===== src/rtl/priority_scan_encoder.sv =====
// Captures a request vector and emits the index of each set bit, one per beat, MSB- or LSB-first.
// One cycle from acceptance to the first beat; out_ready low stalls the beat, and in_ready stays low until the last beat transfers.
module priority_scan_encoder #(
  parameter int WIDTH = 16,
  localparam int IDX_W = $clog2(WIDTH),
  localparam int CNT_W = $clog2(WIDTH + 1)
) (
  input  logic             clk,
  input  logic             rst_n,
  input  logic             in_valid,
  output logic             in_ready,
  input  logic [WIDTH-1:0] in_vec,
  input  logic             in_lsb_first,
  output logic             out_valid,
  input  logic             out_ready,
  output logic [IDX_W-1:0] out_idx,
  output logic             out_last,
  output logic             out_none,
  output logic [CNT_W-1:0] out_count,
  output logic             busy
);

  typedef enum logic {S_IDLE, S_EMIT} state_t;

  state_t           r_state;
  state_t           w_state_nxt;
  logic [WIDTH-1:0] r_pending;
  logic             r_order;
  logic [IDX_W-1:0] r_idx;
  logic             r_last;
  logic             r_none;
  logic [CNT_W-1:0] r_count;

  logic             w_accept;
  logic             w_xfer;
  logic [WIDTH-1:0] w_vec;
  logic             w_ord;
  logic [IDX_W-1:0] w_sel_idx;
  logic             w_single;
  logic [CNT_W-1:0] w_pop;

  assign w_accept = in_valid && (r_state == S_IDLE);
  assign w_xfer   = out_ready && (r_state == S_EMIT);

  always_ff @(posedge clk or negedge rst_n) begin
    if (!rst_n) r_state <= S_IDLE;
    else        r_state <= w_state_nxt;
  end

  always_comb begin
    w_state_nxt = r_state;
    case (r_state)
      S_IDLE: if (w_accept) w_state_nxt = S_EMIT;
      S_EMIT: if (w_xfer && r_last) w_state_nxt = S_IDLE;
      default: w_state_nxt = S_IDLE;
    endcase
  end

  // The vector the next beat is chosen from: the fresh request on acceptance,
  // otherwise what remains after clearing the bit being transferred.
  always_comb begin
    w_vec = r_pending & ~(WIDTH'(1) << r_idx);
    w_ord = r_order;
    if (w_accept) begin
      w_vec = in_vec;
      w_ord = in_lsb_first;
    end
  end

  always_comb begin
    w_sel_idx = '0;
    if (w_ord) begin
      for (int i = WIDTH - 1; i >= 0; i--)
        if (w_vec[i]) w_sel_idx = IDX_W'(i);
    end else begin
      for (int i = 0; i < WIDTH; i++)
        if (w_vec[i]) w_sel_idx = IDX_W'(i);
    end
  end

  assign w_single = (w_vec != '0) && ((w_vec & (w_vec - WIDTH'(1))) == '0);

  always_comb begin
    w_pop = '0;
    for (int i = 0; i < WIDTH; i++)
      w_pop = w_pop + CNT_W'(in_vec[i]);
  end

  always_ff @(posedge clk or negedge rst_n) begin
    if (!rst_n) begin
      r_pending <= '0;
      r_order   <= 1'b0;
      r_idx     <= '0;
      r_last    <= 1'b0;
      r_none    <= 1'b0;
      r_count   <= '0;
    end else if (w_accept) begin
      r_pending <= in_vec;
      r_order   <= in_lsb_first;
      r_count   <= w_pop;
      r_none    <= (in_vec == '0);
      r_idx     <= w_sel_idx;
      r_last    <= w_single || (in_vec == '0);
    end else if (w_xfer) begin
      r_pending <= w_vec;
      if (!r_last) begin
        r_idx  <= w_sel_idx;
        r_last <= w_single;
      end
    end
  end

  assign in_ready  = (r_state == S_IDLE);
  assign out_valid = (r_state == S_EMIT);
  assign busy      = (r_state == S_EMIT);
  assign out_idx   = r_idx;
  assign out_last  = r_last;
  assign out_none  = r_none;
  assign out_count = r_count;

endmodule


===== config.mk =====
export PLATFORM = sky130hd
export DESIGN_NAME = priority_scan_encoder
export DESIGN_NICKNAME = d
export VERILOG_FILES = /design/src/rtl/priority_scan_encoder.sv
export SDC_FILE = /design/constraint.sdc
export NUM_CORES = 1
export LEC_CHECK = 0
export ABC_AREA = 1
export BUFFER_PORTS_ARGS = -buffer_cell sky130_fd_sc_hd__buf_2
export CAP_MARGIN = 20
export CORE_UTILIZATION = 45
export CTS_BUF_LIST = sky130_fd_sc_hd__clkbuf_2 sky130_fd_sc_hd__clkbuf_4 sky130_fd_sc_hd__clkbuf_8
export DETAILED_ROUTE_END_ITERATION = 7
export PLACE_DENSITY = 0.63
export SLEW_MARGIN = 40
export SYNTH_ARGS = -nofsm -noshare
export SYNTH_HDL_FRONTEND = slang
export SYNTH_SLANG_ARGS = --single-unit

===== constraint.sdc =====
create_clock -name clk -period 2.9 [get_ports clk]
set_clock_uncertainty 0.05 [all_clocks]
set_input_delay 0.58 -clock clk [delete_from_list [all_inputs] [get_ports clk]]
set_output_delay 0.58 -clock clk [all_outputs]
set_load 0.02 [all_outputs]

==> reports/qor.yml <==
hold_path.class: "in2async"
drive_gt1_share_pct: 33.8
worstMarginPinSlew_ps: 691
synth_top_flop_cell: "dfrtp_1"
rsz0062_at_grt: "true"
grt_pass1_vias: 2332
maxSlewHeadroom_pct: 54.0
crit_chain: "buf_6 -> fa_1 -> fa_1 -> inv_2 -> fa_1 -> fa_1 -> inv_2 -> ha_4 -> inv_2 -> fa_2 -> nor2_2 -> nor2_1 -> a22o_1"
synth_top_family_by_area: "simple AND/OR/NAND/NOR gates"
status: "finished, violations left"
synth.mux.area_fraction_pct: 0
via_per_inst: 5.01
tritoncts: "yes"
crit_top_cell: "fa_1"
utilization_pct: 59.5
num_antenna_cells: 0
overflow: 0
yosysUniqueCellTypes: 40
grt_pass1_wl_mm: 10.8
cp.required_ps: 3020
sequentialPowerShare_pct: 21.6
period_needed_ps: 3430
clock_latency_ps: 290
cts_root_buf: "clkbuf_8"
grt_start_max_net_pins: 30
synthCells: 333
yosysSeqAreaShare_pct: 28.6
regArea_sq_um: 726
synth-seq-cells: 29
die-width_microns: 77.1
fillers: 518
yosysMostFrequentCell: "nand2_1"
synth_edf_count: 0
antenna_found_initial: 0
holdWs_ps: 286
detail-route-antenna-nets: 0
portBuffers: 34
synth_simple_gate_area_share_pct: 29.2
dr.pass1.iters: 4
grt_usage_pct: 23.0
cts_buffer_depth: 2
critPathLaunchType: "primary input"
async_flop_share_pct: 100
io_pins: 35
place_ws_ps: -860
netlist_area_sq_mm: 0.00254
power_density_mw_per_mm2: 1080
synth_top_area_share_pct: 28.6
setup_viol_count_final: 5
power_mw: 3.39
combPwrFrac_pct: 65.2
synthTopCellsByArea: "dfrtp_1 (29%), nand2_1 (12%), fa_1 (7.9%)"
area_growth_pct: 23.4
yosysTopAreaCell: "dfrtp_1"
synthAdderAreaFrac_pct: 10.8
slowest_delay_ps: 520
power_leakage_nw: 1.62
numClockSinks: 29
cts_made_buffers: 5
syn_nets: 370
postCtsHoldBufs: 0
arrival_ps: 3560
clkSlewWorstSetupHoldPaths_ps: 80
violations: "setup timing"
synth_warnings: 0
via_count: 2320
p_int_mw: 1.68
nets: 429
p_switching_mw: 1.71
switching_share_pct: 50.4
place_hpwl_mm: 5.05
rows: 26
multi_input_area_sq_mm: 0.00156
wirelength_mm: 6.35
wl_per_cell_microns: 13.7
path_class: "in2reg"
core_sq_mm: 0.00527
cp-end-kind: "register"
start_util_pct: 48.2
final_max_slew_viol_count: 0
critPathMaxFanout: 2
clkPwrFrac_pct: 13.2
globalplace.congestion: 0.945
max_cap_viol_count: 0
finalSetupTns_ps: -1740
min_period_over_period_pct: 118
synthXorXnorAreaFrac_pct: 0
fmax_ghz: 0.291
die_area_sq_mm: 0.00595
htreeDepth: 2
worst_path_max_delay_cell: "fa_1"
synth_compound_area_share_pct: 19.2
hold_violations: 0
drtIter0Drc: 101
synth_commonest_cells: "nand2_1 (83), inv_1 (46), dfrtp_1 (29), o21ai_0 (29), nor2_1 (27)"
drc: 0
ir_worst_vdd_mv: 0.635
finalWorstSetupSlack_ps: -533
die_y_microns: 77.1
synth.avg_cell_area_sq_um: 7.63
cell families (layout without fill, tap and decap cells):
kind of cell,after synthesis,after routing
simple gates,155,155
buf+inv,68,128
compound gates,65,65
flops,29,29
fa+ha+maj,16,16
final timing paths:
kind | start | endpoint | slack, ps | cells past startpoint
max in group asynchronous | rst_n | r_pending[8] | 2060 | 1
min in group clk | out_count[4] | out_count[4] | 420 | 2
min reg2reg | out_count[4] | out_count[4] | 420 | 2
max | in_vec[15] | out_count[2] | -530 | 13
max reg2reg | out_idx[0] | out_last | 400 | 16
min | rst_n | out_idx[0] | 290 | 1
power by group through the flow:
stage | combinational [mW] | clock [mW] | sequential, mW
after floorplan | 1.57 | 0 | 0.764
after global placement | 2.10 | 0 | 0.734
after detailed placement | 2.12 | 0 | 0.738
after CTS | 2.19 | 0.457 | 0.731
after global routing | 2.47 | 0.475 | 0.757
final | 2.21 | 0.448 | 0.732
through the flow:
stage               std cells  cell area (sq um)
floorplan                 333               2560
global placement          452               2920
detailed placement        452               2920
CTS                       462               3100
global route              463               3140
finish                    463               3140
flip-flops by register name, indices dropped and copies added (netlist names):
name and flops:
out_idx 4, r_order 1, r_pending 16, out_none 1, busy 1, out_last 1, out_count 5
what timing repair did:
item                       in CTS  in global routing
setup endpoints to repair       5                  5
pin swaps                       5                  2
buffers inserted                2                  1
resized for setup              10                  9
per-layer routing:
metal / vias up / wire length, microns / GRT usage (%) / share of wire, %
met5: - / 0 / 0 / 0
li1: 1195 / - / - / -
met4: 0 / 80 / 7.55 / 1.3
met1: 1064 / 3020 / 30.3 / 48
met2: 53 / 2960 / 38.0 / 47
met3: 8 / 286 / 4.05 / 4.5
layout make-up:
class                           instances  share of cell area, %
Timing Repair Buffer                   62                   13.2
Tap cell                               70                   2.79
Multi-Input combinational cell        236                   49.9
Clock inverter                          2                   1.20
Sequential cell                        29                   23.1
Inverter                               58                   7.10
Clock buffer                            6                   2.63
critical path: cells and delay by family:
family,cells,cell delay (ps)
buffers and inverters,4,250
adders and majority gates,6,2390
and+or+nand+nor,2,160
AOI/OAI and AO/OA,1,170
cells in the final DEF, fill, tap and decap left out, types with 2 or more instances in the layout:
master	n
a21oi_1	9
a21oi_4	2
a31oi_2	6
a31oi_4	4
buf_2	29
buf_4	28
buf_6	4
clkbuf_8	6
dfrtp_1	29
fa_1	8
fa_2	2
ha_1	4
ha_4	2
inv_1	38
inv_2	17
inv_4	2
nand2_1	81
nand2_2	5
nand2_4	2
nand3_1	6
nand3_2	3
nand4_1	14
nor2_1	26
nor2_2	8
nor2_4	3
nor2_8	2
nor3_1	2
nor4_1	2
o2111ai_1	2
o21ai_0	26
o21ai_1	8
o21ai_2	2
(Power assumes the default switching activity.)
